===== config.mk =====
export PLATFORM = sky130hd
export DESIGN_NAME = radar_mode_sched
export DESIGN_NICKNAME = d
export VERILOG_FILES = /design/src/rtl/radar_mode_sched.sv
export SDC_FILE = /design/constraint.sdc
export NUM_CORES = 1
export LEC_CHECK = 0
export CORE_UTILIZATION = 40
export DETAILED_ROUTE_END_ITERATION = 7
export DONT_BUFFER_PORTS = 1
export PLACE_DENSITY_LB_ADDON = 0.3
export SYNTH_ARGS = -nofsm -noshare
export SYNTH_HDL_FRONTEND = slang
export SYNTH_SLANG_ARGS = --single-unit

===== constraint.sdc =====
create_clock -name clk -period 4.6 [get_ports clk]
set_input_delay 1.38 -clock clk [delete_from_list [all_inputs] [get_ports clk]]
set_output_delay 1.38 -clock clk [all_outputs]
set_load 0.005 [all_outputs]

===== src/rtl/radar_mode_sched.sv =====
// radar_mode_sched: steps timing_gen through a table of (mode, CPI count)
// slots. Mode changes happen only at CPI boundaries and are followed by a
// fixed dead gap with the generator disabled.
// Optional cpie watchdog: define SCHED_WATCHDOG_EN.
//
// state | meaning
// IDLE  | stopped, table writable
// LOAD  | fetch table[slot], skip slots with a zero count
// GAP   | new mode_t applied, generator held disabled for GAP cycles
// RUN   | generator enabled, counting cpie pulses
// NEXT  | advance slot, wrap (loop) or finish
// DONE  | one-cycle done pulse
module radar_mode_sched #(
    parameter int SLOTS    = 8,
    parameter int ADDR_W   = 3,
    parameter int CNT_W    = 16,
    parameter int GAP      = 16,
    parameter int WDOG_CYC = 65536
) (
    input  logic              clk,
    input  logic              rst_n,
    input  logic              cfg_we,
    input  logic [ADDR_W-1:0] cfg_addr,
    input  logic [CNT_W+7:0]  cfg_wdata,
    input  logic [ADDR_W:0]   sched_len,
    input  logic              loop,
    input  logic              start,
    input  logic              stop,
    input  logic              cpie,
    output logic [7:0]        mode_t,
    output logic              tg_enable,
    output logic              busy,
    output logic [ADDR_W-1:0] cur_slot,
    output logic [CNT_W-1:0]  cpi_cnt,
    output logic              done,
    output logic              cfg_err,
    output logic              wdog_err
);

    localparam logic [2:0] S_IDLE = 3'd0;
    localparam logic [2:0] S_LOAD = 3'd1;
    localparam logic [2:0] S_GAP  = 3'd2;
    localparam logic [2:0] S_RUN  = 3'd3;
    localparam logic [2:0] S_NEXT = 3'd4;
    localparam logic [2:0] S_DONE = 3'd5;

    localparam int                GAP_W    = (GAP > 1) ? $clog2(GAP) : 1;
    localparam logic [GAP_W-1:0]  GAP_LD   = GAP_W'(GAP - 1);
    localparam logic [GAP_W-1:0]  GAP_ONE  = {{(GAP_W-1){1'b0}}, 1'b1};
    localparam logic [ADDR_W:0]   SLOTS_L  = SLOTS[ADDR_W:0];
    localparam logic [ADDR_W:0]   SLOT_ONE = {{ADDR_W{1'b0}}, 1'b1};
    localparam logic [CNT_W-1:0]  CNT_ONE  = {{(CNT_W-1){1'b0}}, 1'b1};

    logic [2:0]        state;
    logic [ADDR_W:0]   slot;
    logic [ADDR_W:0]   skip_cnt;
    logic [ADDR_W:0]   len_eff;
    logic [ADDR_W:0]   slot_inc;
    logic [ADDR_W:0]   skip_inc;
    logic [7:0]        tbl_mode [SLOTS];
    logic [CNT_W-1:0]  tbl_cnt  [SLOTS];
    logic [7:0]        rd_mode;
    logic [CNT_W-1:0]  rd_cnt;
    logic [CNT_W-1:0]  ent_cnt;
    logic [CNT_W-1:0]  cnt_inc;
    logic [GAP_W-1:0]  gap_cnt;
    logic              stop_pend;
    logic              addr_ok;
    logic              wr_bad;
    logic              wdog_fire;

    // Lengths beyond the table size are clamped to the table size.
    assign len_eff  = (sched_len > SLOTS_L) ? SLOTS_L : sched_len;
    assign slot_inc = slot + SLOT_ONE;
    assign skip_inc = skip_cnt + SLOT_ONE;
    assign rd_mode  = tbl_mode[slot[ADDR_W-1:0]];
    assign rd_cnt   = tbl_cnt[slot[ADDR_W-1:0]];
    assign cnt_inc  = (cpi_cnt == '1) ? cpi_cnt : cpi_cnt + CNT_ONE;

    generate
        if (SLOTS >= (1 << ADDR_W)) begin : g_addr_full
            assign addr_ok = 1'b1;
        end else begin : g_addr_part
            assign addr_ok = ({1'b0, cfg_addr} < SLOTS_L);
        end
    endgenerate

    assign wr_bad    = cfg_we && (busy || !addr_ok);
    assign tg_enable = (state == S_RUN);
    assign busy      = (state != S_IDLE);
    assign done      = (state == S_DONE);
    assign cur_slot  = slot[ADDR_W-1:0];

`ifdef SCHED_WATCHDOG_EN
    localparam int             WD_W   = (WDOG_CYC > 1) ? $clog2(WDOG_CYC) : 1;
    localparam logic [WD_W-1:0] WD_LD  = WD_W'(WDOG_CYC - 1);
    localparam logic [WD_W-1:0] WD_ONE = {{(WD_W-1){1'b0}}, 1'b1};

    logic [WD_W-1:0] wdog_cnt;
    logic            wdog_err_r;
    logic            run_entry;

    assign run_entry = (state == S_GAP) && !stop && (gap_cnt == '0);
    assign wdog_fire = (state == S_RUN) && !cpie && (wdog_cnt == '0);
    assign wdog_err  = wdog_err_r;

    // Down-counter of RUN cycles since RUN entry or the last cpie.
    always_ff @(posedge clk or negedge rst_n) begin
        if (!rst_n) begin
            wdog_cnt   <= '0;
            wdog_err_r <= 1'b0;
        end else begin
            wdog_err_r <= wdog_fire;
            if (run_entry || cpie)
                wdog_cnt <= WD_LD;
            else if ((state == S_RUN) && (wdog_cnt != '0))
                wdog_cnt <= wdog_cnt - WD_ONE;
        end
    end
`else
    assign wdog_fire = 1'b0;
    assign wdog_err  = 1'b0;
`endif

    // Schedule table; writes only while idle, anything else is flagged.
    always_ff @(posedge clk or negedge rst_n) begin
        if (!rst_n) begin
            for (int i = 0; i < SLOTS; i++) begin
                tbl_mode[i] <= '0;
                tbl_cnt[i]  <= '0;
            end
            cfg_err <= 1'b0;
        end else begin
            cfg_err <= wr_bad;
            if (cfg_we && !wr_bad) begin
                tbl_mode[cfg_addr] <= cfg_wdata[7:0];
                tbl_cnt[cfg_addr]  <= cfg_wdata[CNT_W+7:8];
            end
        end
    end

    // Sequencing FSM; skip_cnt counts consecutive empty slots so an all-empty
    // looping schedule still terminates.
    always_ff @(posedge clk or negedge rst_n) begin
        if (!rst_n) begin
            state     <= S_IDLE;
            slot      <= '0;
            skip_cnt  <= '0;
            mode_t    <= '0;
            ent_cnt   <= '0;
            cpi_cnt   <= '0;
            gap_cnt   <= '0;
            stop_pend <= 1'b0;
        end else begin
            case (state)
                S_IDLE: begin
                    if (start && !stop && (len_eff != '0)) begin
                        slot      <= '0;
                        skip_cnt  <= '0;
                        stop_pend <= 1'b0;
                        state     <= S_LOAD;
                    end
                end
                S_LOAD: begin
                    if (stop) begin
                        state <= S_IDLE;
                    end else if (rd_cnt == '0) begin
                        skip_cnt <= skip_inc;
                        if (skip_inc >= len_eff)
                            state <= S_DONE;
                        else if (slot_inc >= len_eff) begin
                            if (loop) slot  <= '0;
                            else      state <= S_DONE;
                        end else
                            slot <= slot_inc;
                    end else begin
                        mode_t   <= rd_mode;
                        ent_cnt  <= rd_cnt;
                        cpi_cnt  <= '0;
                        skip_cnt <= '0;
                        gap_cnt  <= GAP_LD;
                        state    <= S_GAP;
                    end
                end
                S_GAP: begin
                    if (stop)
                        state <= S_IDLE;
                    else if (gap_cnt == '0)
                        state <= S_RUN;
                    else
                        gap_cnt <= gap_cnt - GAP_ONE;
                end
                S_RUN: begin
                    if (wdog_fire) begin
                        stop_pend <= 1'b0;
                        state     <= S_IDLE;
                    end else if (cpie) begin
                        cpi_cnt <= cnt_inc;
                        if (stop || stop_pend) begin
                            stop_pend <= 1'b0;
                            state     <= S_IDLE;
                        end else if (cnt_inc >= ent_cnt)
                            state <= S_NEXT;
                    end else if (stop)
                        stop_pend <= 1'b1;
                end
                S_NEXT: begin
                    if (stop)
                        state <= S_IDLE;
                    else if (slot_inc >= len_eff) begin
                        if (loop) begin
                            slot  <= '0;
                            state <= S_LOAD;
                        end else
                            state <= S_DONE;
                    end else begin
                        slot  <= slot_inc;
                        state <= S_LOAD;
                    end
                end
                S_DONE:  state <= S_IDLE;
                default: state <= S_IDLE;
            endcase
        end
    end

endmodule


==> results of run 1 <==
## cell families (layout without fill, tap and decap cells)
family                     count (synthesis)  count (layout)  share of synthesized area [%]
xor gates and xnor gates                  17              17                          1.204
DFF                                      249             249                          50.39
adders and majority gates                 29              29                          2.914
muxes                                    298             298                          31.14
other                                      1               1                        0.03033
and+or+nand+nor                          185             185                          7.316
buffers and inverters                     84              92                          3.025
AOI/OAI and AO/OA                         72              72                          3.977
## layout make-up
cell class	count	area, µm²
clock buffers	39	790.8
clock inverters	4	60.06
fillers	2767	16870
inverters	31	116.4
multi-input cells	602	5788
flip-flops and latches	249	6236
well taps	396	495.5
repair buffers	18	147.6
## flip-flops by register name (all words and copies together), names as in the netlist
signal     count
slot           4
ent_cnt       16
tbl_mode      64
mode_t         8
tbl_cnt      128
cfg_err        1
stop_pend      1
gap_cnt        4
cpi_cnt       16
skip_cnt       4
state          3
## per-layer routing
layer,GRT usage (%),wire [µm],vias up
li1,-,-,3404
met1,24.91,12710,3785
met2,28.19,12610,119
met3,2.978,1055,31
met4,4.452,533,0
met5,0,0,-
## cells in the final DEF, fill, tap and decap left out, drive strengths merged, types with 3 or more instances in the layout
cell,netlist,final
nand3,28,28
dfrtp,249,249
xor2,8,8
nor3b,4,4
nor4,6,6
mux2,226,226
clkbuf,30,39
nand2,61,61
nand4,3,3
a21oi,16,16
mux2i,30,30
inv,31,32
buf,23,18
a211oi,3,3
mux4,42,42
nand3b,4,4
o31a,3,3
ha,28,28
o21ai,15,15
or3,6,6
nor3,14,14
o2bb2ai,9,9
xnor2,9,9
nor2b,7,7
nand2b,3,3
o21a,3,3
nor2,36,36
a31oi,3,3
and3,5,5
## power by group through the flow
stage	Combinational (mW)	Sequential [mW]	Clock (mW)
floorplan	2.38	3.54	0
finish	2.75	3.80	2.10
detailed placement	2.77	3.84	0
CTS	2.78	3.81	2.16
global placement	2.70	3.81	0
global route	3.01	3.93	2.24
## worst max-delay path, cell delays in order (launching register included)
cell and delay, ps:
dfrtp_1 560, and4_1 240, nand4_1 140, nor3_1 690
nor2_1 280, nand3_1 180, xnor2_1 110, ha_1 320
nand3_1 80, a21oi_1 160, a21oi_1 120, or3_1 420
or3_1 360, nand3_1 80
## metrics by stage
| step | hold WS [ps] | worst slack, ps |
|---|---|---|
| 3_3_place_gp | 481.4 | 775.1 |
| 6_report | 500.2 | 777.8 |
| 4_1_cts | 501.2 | 782.0 |
| 3_5_place_dp | 487.1 | 803.8 |
| 2_1_floorplan | 473.7 | 734.0 |
| 5_1_grt | 510.5 | 411.2 |
## final timing paths
kind	cells past startpoint	slack, ps	to
max reg2reg	13	780	state[0]$_DFFE_PN0P_
max in group asynchronous	0	3440	gap_cnt[0]$_DFFE_PN0P_
max	13	780	state[0]$_DFFE_PN0P_
min	1	500	tbl_cnt[35]$_DFFE_PN0P_
min reg2reg	1	500	tbl_cnt[35]$_DFFE_PN0P_
min in group asynchronous	0	540	cpi_cnt[2]$_DFFE_PN0P_
==> results.py, run 1 <==
metrics = {
    "run_status": {
        "status": "finished, final reports clean",
    },
    "placement": {
        "dp.cells": 1296,
        "dp_hpwl_um": 16630,
        "place_area_um2": 12780,
        "io_buffers": 0,
        "gp_congestion": 0.8113,
    },
    "synth": {
        "synth_cells": 935,
        "yosysSeqAreaShare_pct": 50.39,
        "yosys_warnings": 0,
        "synth_area_per_cell_um2": 13.23,
        "synth_cell_type_count": 58,
        "synth.area.top_cells": "dfrtp_1 50%, mux2_2 19%, mux4_2 7.6%",
        "synth_fp_nets": 1001,
        "yosysTopAreaCell": "dfrtp_1",
        "synth_top_area_share_pct": 50.39,
        "netlist_area_um2": 12370,
        "async_flop_share_pct": 100.0,
        "synth-edff-count": 0,
        "synthTopCellsByCount": "249 x dfrtp_1, 210 x mux2_2, 61 x nand2_1",
        "synthMostInstantiatedCell": "dfrtp_1",
        "ys_ff_latch": 249,
        "ys.flop_type": "dfrtp_1",
    },
    "clock_tree": {
        "cts_num_sinks": 249,
        "cts_hold_buf": 0,
        "clk_latency_ps": 550,
        "cts_tree": "yes",
        "clockBufferDepth": 3,
        "h-tree-depth": 1,
        "cts_setup_buffers": 0,
        "clk_pin_slew_ps": 60,
        "cts_resized": 0,
        "cts_buffers": 27,
        "clockRootBuffer": "clkbuf_16",
    },
    "sta": {
        "finClkSkew_ps": 10.27,
        "rsz0062_at_grt": "no",
        "min_period_ps": 3822,
        "max_slew_margin_pct": 33.69,
        "setup_viol": 0,
        "worst_slew_pin_slew_ps": 992.3,
        "max_freq_mhz": 261.6,
        "hold_viol": 0,
        "fin_tns_setup_ps": 0,
        "finalCritPeriodShare_pct": 83.09,
        "slew_viol_final": 0,
    },
    "finish": {
        "fin_nets": 995,
        "post_route_cells_drive_above_1_share_pct": 35.84,
        "final_cells": 1339,
        "final_area_um2": 13630,
        "final_util_pct": 44.69,
        "syn_to_final_growth_pct": 10.26,
        "antennaDiodeCount": 0,
    },
    "min_path": {
        "min_from": "tbl_cnt[35]$_DFFE_PN0P_",
        "hold_class": "reg2reg",
    },
    "global_route": {
        "grt_pass1_vias": 7683,
        "grt_pass1_wl_um": 43210,
        "grt_util_all_layers_pct": 17.66,
        "grt_overflow": 0,
        "grt_max_degree": 250,
        "antenna_found_initial": 0,
    },
    "worst_setup_path": {
        "endpoint_kind": "flop",
        "cp-startpoint": "cpi_cnt[3]$_DFFE_PN0P_",
        "critPathLaunchType": "flop",
        "critical_path.max_fanout": 10,
        "critPathKind": "reg2reg",
        "cp_data_required_time_ps": 5080,
        "reg2reg_from": "cpi_cnt[3]$_DFFE_PN0P_",
        "worstPathArrival_ps": 4300,
    },
    "detailed_routing": {
        "avgRoutedWirePerCell_um": 20.09,
        "vias_per_cell": 5.481,
        "routed_wirelength_um": 26900,
        "antenna_left": 0,
        "drtIter0Drc": 418,
        "first_pass_iters": 4,
        "drc": 0,
        "vias": 7339,
    },
    "power": {
        "p_switching_mw": 2.589,
        "p_int_mw": 6.058,
        "combPwrFrac_pct": 31.8,
        "p_leak_nw": 5.992,
        "clkPwrFrac_pct": 24.3,
        "switching_share_pct": 29.94,
        "p_per_area_nw_per_um2": 634.2,
        "max-vdd-ir-drop_mv": 0.4033,
        "power_frac_seq_pct": 43.9,
        "p_total_mw": 8.647,
    },
    "floorplan": {
        "core_area_um2": 30510,
        "start_util_pct": 40.53,
        "fp.dieH_um": 177.8,
        "num_rows": 64,
        "dieArea_um2": 31620,
        "chipWidth_um": 177.8,
        "io_pins": 70,
    },
    "job": {
        "drv_cap": 0,
    },
}
Note: power is estimated with default switching activity, not from simulation.
==> run 2, diff against run 1 <==
==> constraint.sdc (replaced) <==
create_clock -name clk -period 3.98 [get_ports clk]
set_input_delay 1.194 -clock clk [delete_from_list [all_inputs] [get_ports clk]]
set_output_delay 1.194 -clock clk [all_outputs]
set_load 0.005 [all_outputs]
==> results.py, run 2 (synthesis gave the netlist of run 1 again) <==
metrics = {
    "placement": {
        "place_ws_ps": 497.7,
        "gp_congestion": 0.8791,
        "io_buffers": 0,
        "dp_hpwl_um": 16960,
    },
    "finish": {
        "syn_to_final_growth_pct": 10.67,
        "antennaDiodeCount": 0,
        "top_regs": "tbl_cnt: 128 flops, tbl_mode: 64 flops",
        "largest_register": "tbl_cnt",
        "layout_commonest_cell": "dfrtp_1",
        "post_route_cells_drive_above_1_share_pct": 36.34,
        "n_fill_cell": 2754,
        "seq_area_um2": 6236,
        "final_util_pct": 44.86,
        "multi_input_area_um2": 5788,
        "layout_common_cells": "247 x dfrtp_1, 210 x mux2_2, 61 x nand2_1",
        "fin_nets": 1003,
        "largest_reg_flops": 128,
    },
    "sta": {
        "rsz0062_at_grt": "no",
        "min_period_ps": 3516,
        "setup_viol": 0,
        "setup_slack_ps": 464.2,
        "slew_viol_final": 0,
        "worst_slew_pin_slew_ps": 802.0,
        "finClkSkew_ps": 14.69,
        "finalCritPeriodShare_pct": 88.34,
        "whs_ps": 360.5,
        "fin_tns_setup_ps": 0,
        "max_slew_margin_pct": 46.37,
        "hold_viol": 0,
        "max_freq_mhz": 284.4,
    },
    "run_status": {
        "status": "finished, final reports clean",
    },
    "power": {
        "switching_share_pct": 30.06,
        "p_leak_nw": 6.033,
        "max-vdd-ir-drop_mv": 0.3600,
        "p_total_mw": 9.941,
        "power_frac_seq_pct": 43.9,
        "clkPwrFrac_pct": 23.9,
        "p_per_area_nw_per_um2": 726.4,
        "p_switching_mw": 2.988,
        "p_int_mw": 6.953,
        "combPwrFrac_pct": 32.2,
    },
    "floorplan": {
        "chipWidth_um": 177.8,
        "fp.dieH_um": 177.8,
        "num_rows": 64,
        "dieArea_um2": 31620,
        "core_area_um2": 30510,
        "io_pins": 70,
        "start_util_pct": 40.53,
    },
    "clock_tree": {
        "cts_hold_buf": 0,
        "cts_setup_buffers": 0,
        "cts_tree": "yes",
        "h-tree-depth": 1,
        "cts_buffers": 27,
        "cts_resized": 0,
        "cts_num_sinks": 249,
        "clk_pin_slew_ps": 60,
        "clockRootBuffer": "clkbuf_16",
        "clk_latency_ps": 550,
        "clockBufferDepth": 3,
    },
    "global_route": {
        "grt_pass1_vias": 7813,
        "grt_util_all_layers_pct": 17.87,
        "antenna_found_initial": 0,
        "grt_overflow": 0,
        "grt_pass1_wl_um": 43910,
        "grt_max_degree": 250,
    },
    "worst_setup_path": {
        "critPathLaunchType": "flop",
        "cp_data_required_time_ps": 4460,
        "worstPathArrival_ps": 3990,
        "endpoint_kind": "flop",
        "slowest_delay_ps": 490,
        "critical_path.max_fanout": 8,
        "cp_top_family": "simple AND/OR/NAND/NOR gates",
        "path_cells": "and4_1 -> nand4_1 -> nor3_1 -> buf_4 -> nor2_1 -> and3_1 -> xor2_1 -> ha_1 -> a21o_1 -> a21oi_1 -> nand3_1 -> a21oi_1 -> or3_1 -> or3_1 -> nand3_1",
        "cp-startpoint": "cpi_cnt[6]$_DFFE_PN0P_",
        "critPathKind": "reg2reg",
        "crit_buf_inv": 1,
        "slowest_stage": "dfrtp_1",
        "reg2reg_from": "cpi_cnt[6]$_DFFE_PN0P_",
    },
    "detailed_routing": {
        "first_pass_iters": 4,
        "routed_wirelength_um": 27170,
        "drtIter0Drc": 386,
        "highest_layer": "met4",
        "met1_length_um": 12640,
        "vias": 7449,
        "route.met2.wl_um": 12570,
        "avgRoutedWirePerCell_um": 20.11,
        "vias_per_cell": 5.514,
        "drc": 0,
        "dr_wl_met3_um": 1402,
        "antenna_left": 0,
    },
    "job": {
        "drv_cap": 0,
    },
    "min_path": {
        "hold_class": "in2async",
    },
}
==> run 2: cell count changes in the layout (fill, tap and decap cells not counted), sizes merged <==
cell    previous run  this run
buf               18        26
bufinv             1         0
clkinv             2         4
clkbuf            39        42
==> run 2: path summary, 6_finish.rpt <==
check	endpoint	slack, ps	cells after the start
worst max-delay path	state[0]$_DFFE_PN0P_	460	15
worst min-delay path	gap_cnt[1]$_DFFE_PN0P_	360	0
worst max register to register	state[0]$_DFFE_PN0P_	460	15
worst min register to register	tbl_mode[39]$_DFFE_PN0P_	500	1
max in group asynchronous	slot[0]$_DFFE_PN0P_	3010	0
min in group clk	tbl_mode[39]$_DFFE_PN0P_	500	1
==> run 2: layer usage <==
layer	vias to the layer above	track usage, %
li1	3410	-
met1	3842	24.66
met2	154	28.81
met3	43	3.535
met4	0	4.416
met5	-	0
==> run 2: layout make-up <==
class	instances	share of cell area (%)
clock inverters	5	0.2926
inverters	31	0.8503
repair buffers	26	1.518
flip-flops and latches	249	45.57
well taps	396	3.620
clock buffers	42	5.860
multi-input cells	602	42.29
==> run 2: worst register-to-register path: cells and delay by family, from the launching register on <==
| kind | cells | cell delay [ps] |
|---|---|---|
| buf+inv | 1 | 220 |
| flops | 1 | 490 |
| fa+ha+maj | 1 | 300 |
| compound gates | 3 | 210 |
| xor+xnor | 1 | 160 |
| simple gates | 9 | 2060 |
==> run 2: power by group through the flow <==
| stage | logic (mW) | registers [mW] | clock network (mW) |
|---|---|---|---|
| after CTS | 3.25 | 4.37 | 2.45 |
| after global routing | 3.52 | 4.53 | 2.55 |
| after detailed placement | 3.24 | 4.41 | 0 |
| after global placement | 3.16 | 4.37 | 0 |
| final | 3.20 | 4.37 | 2.37 |
| after floorplan | 2.76 | 4.09 | 0 |
==> run 2: per-stage QoR <==
stage | instances | area, µm²
4_1_cts | 1351 | 13690
6_report | 1351 | 13690
5_1_grt | 1351 | 13690
2_1_floorplan | 935 | 12370
3_3_place_gp | 1304 | 12840
3_5_place_dp | 1304 | 12840
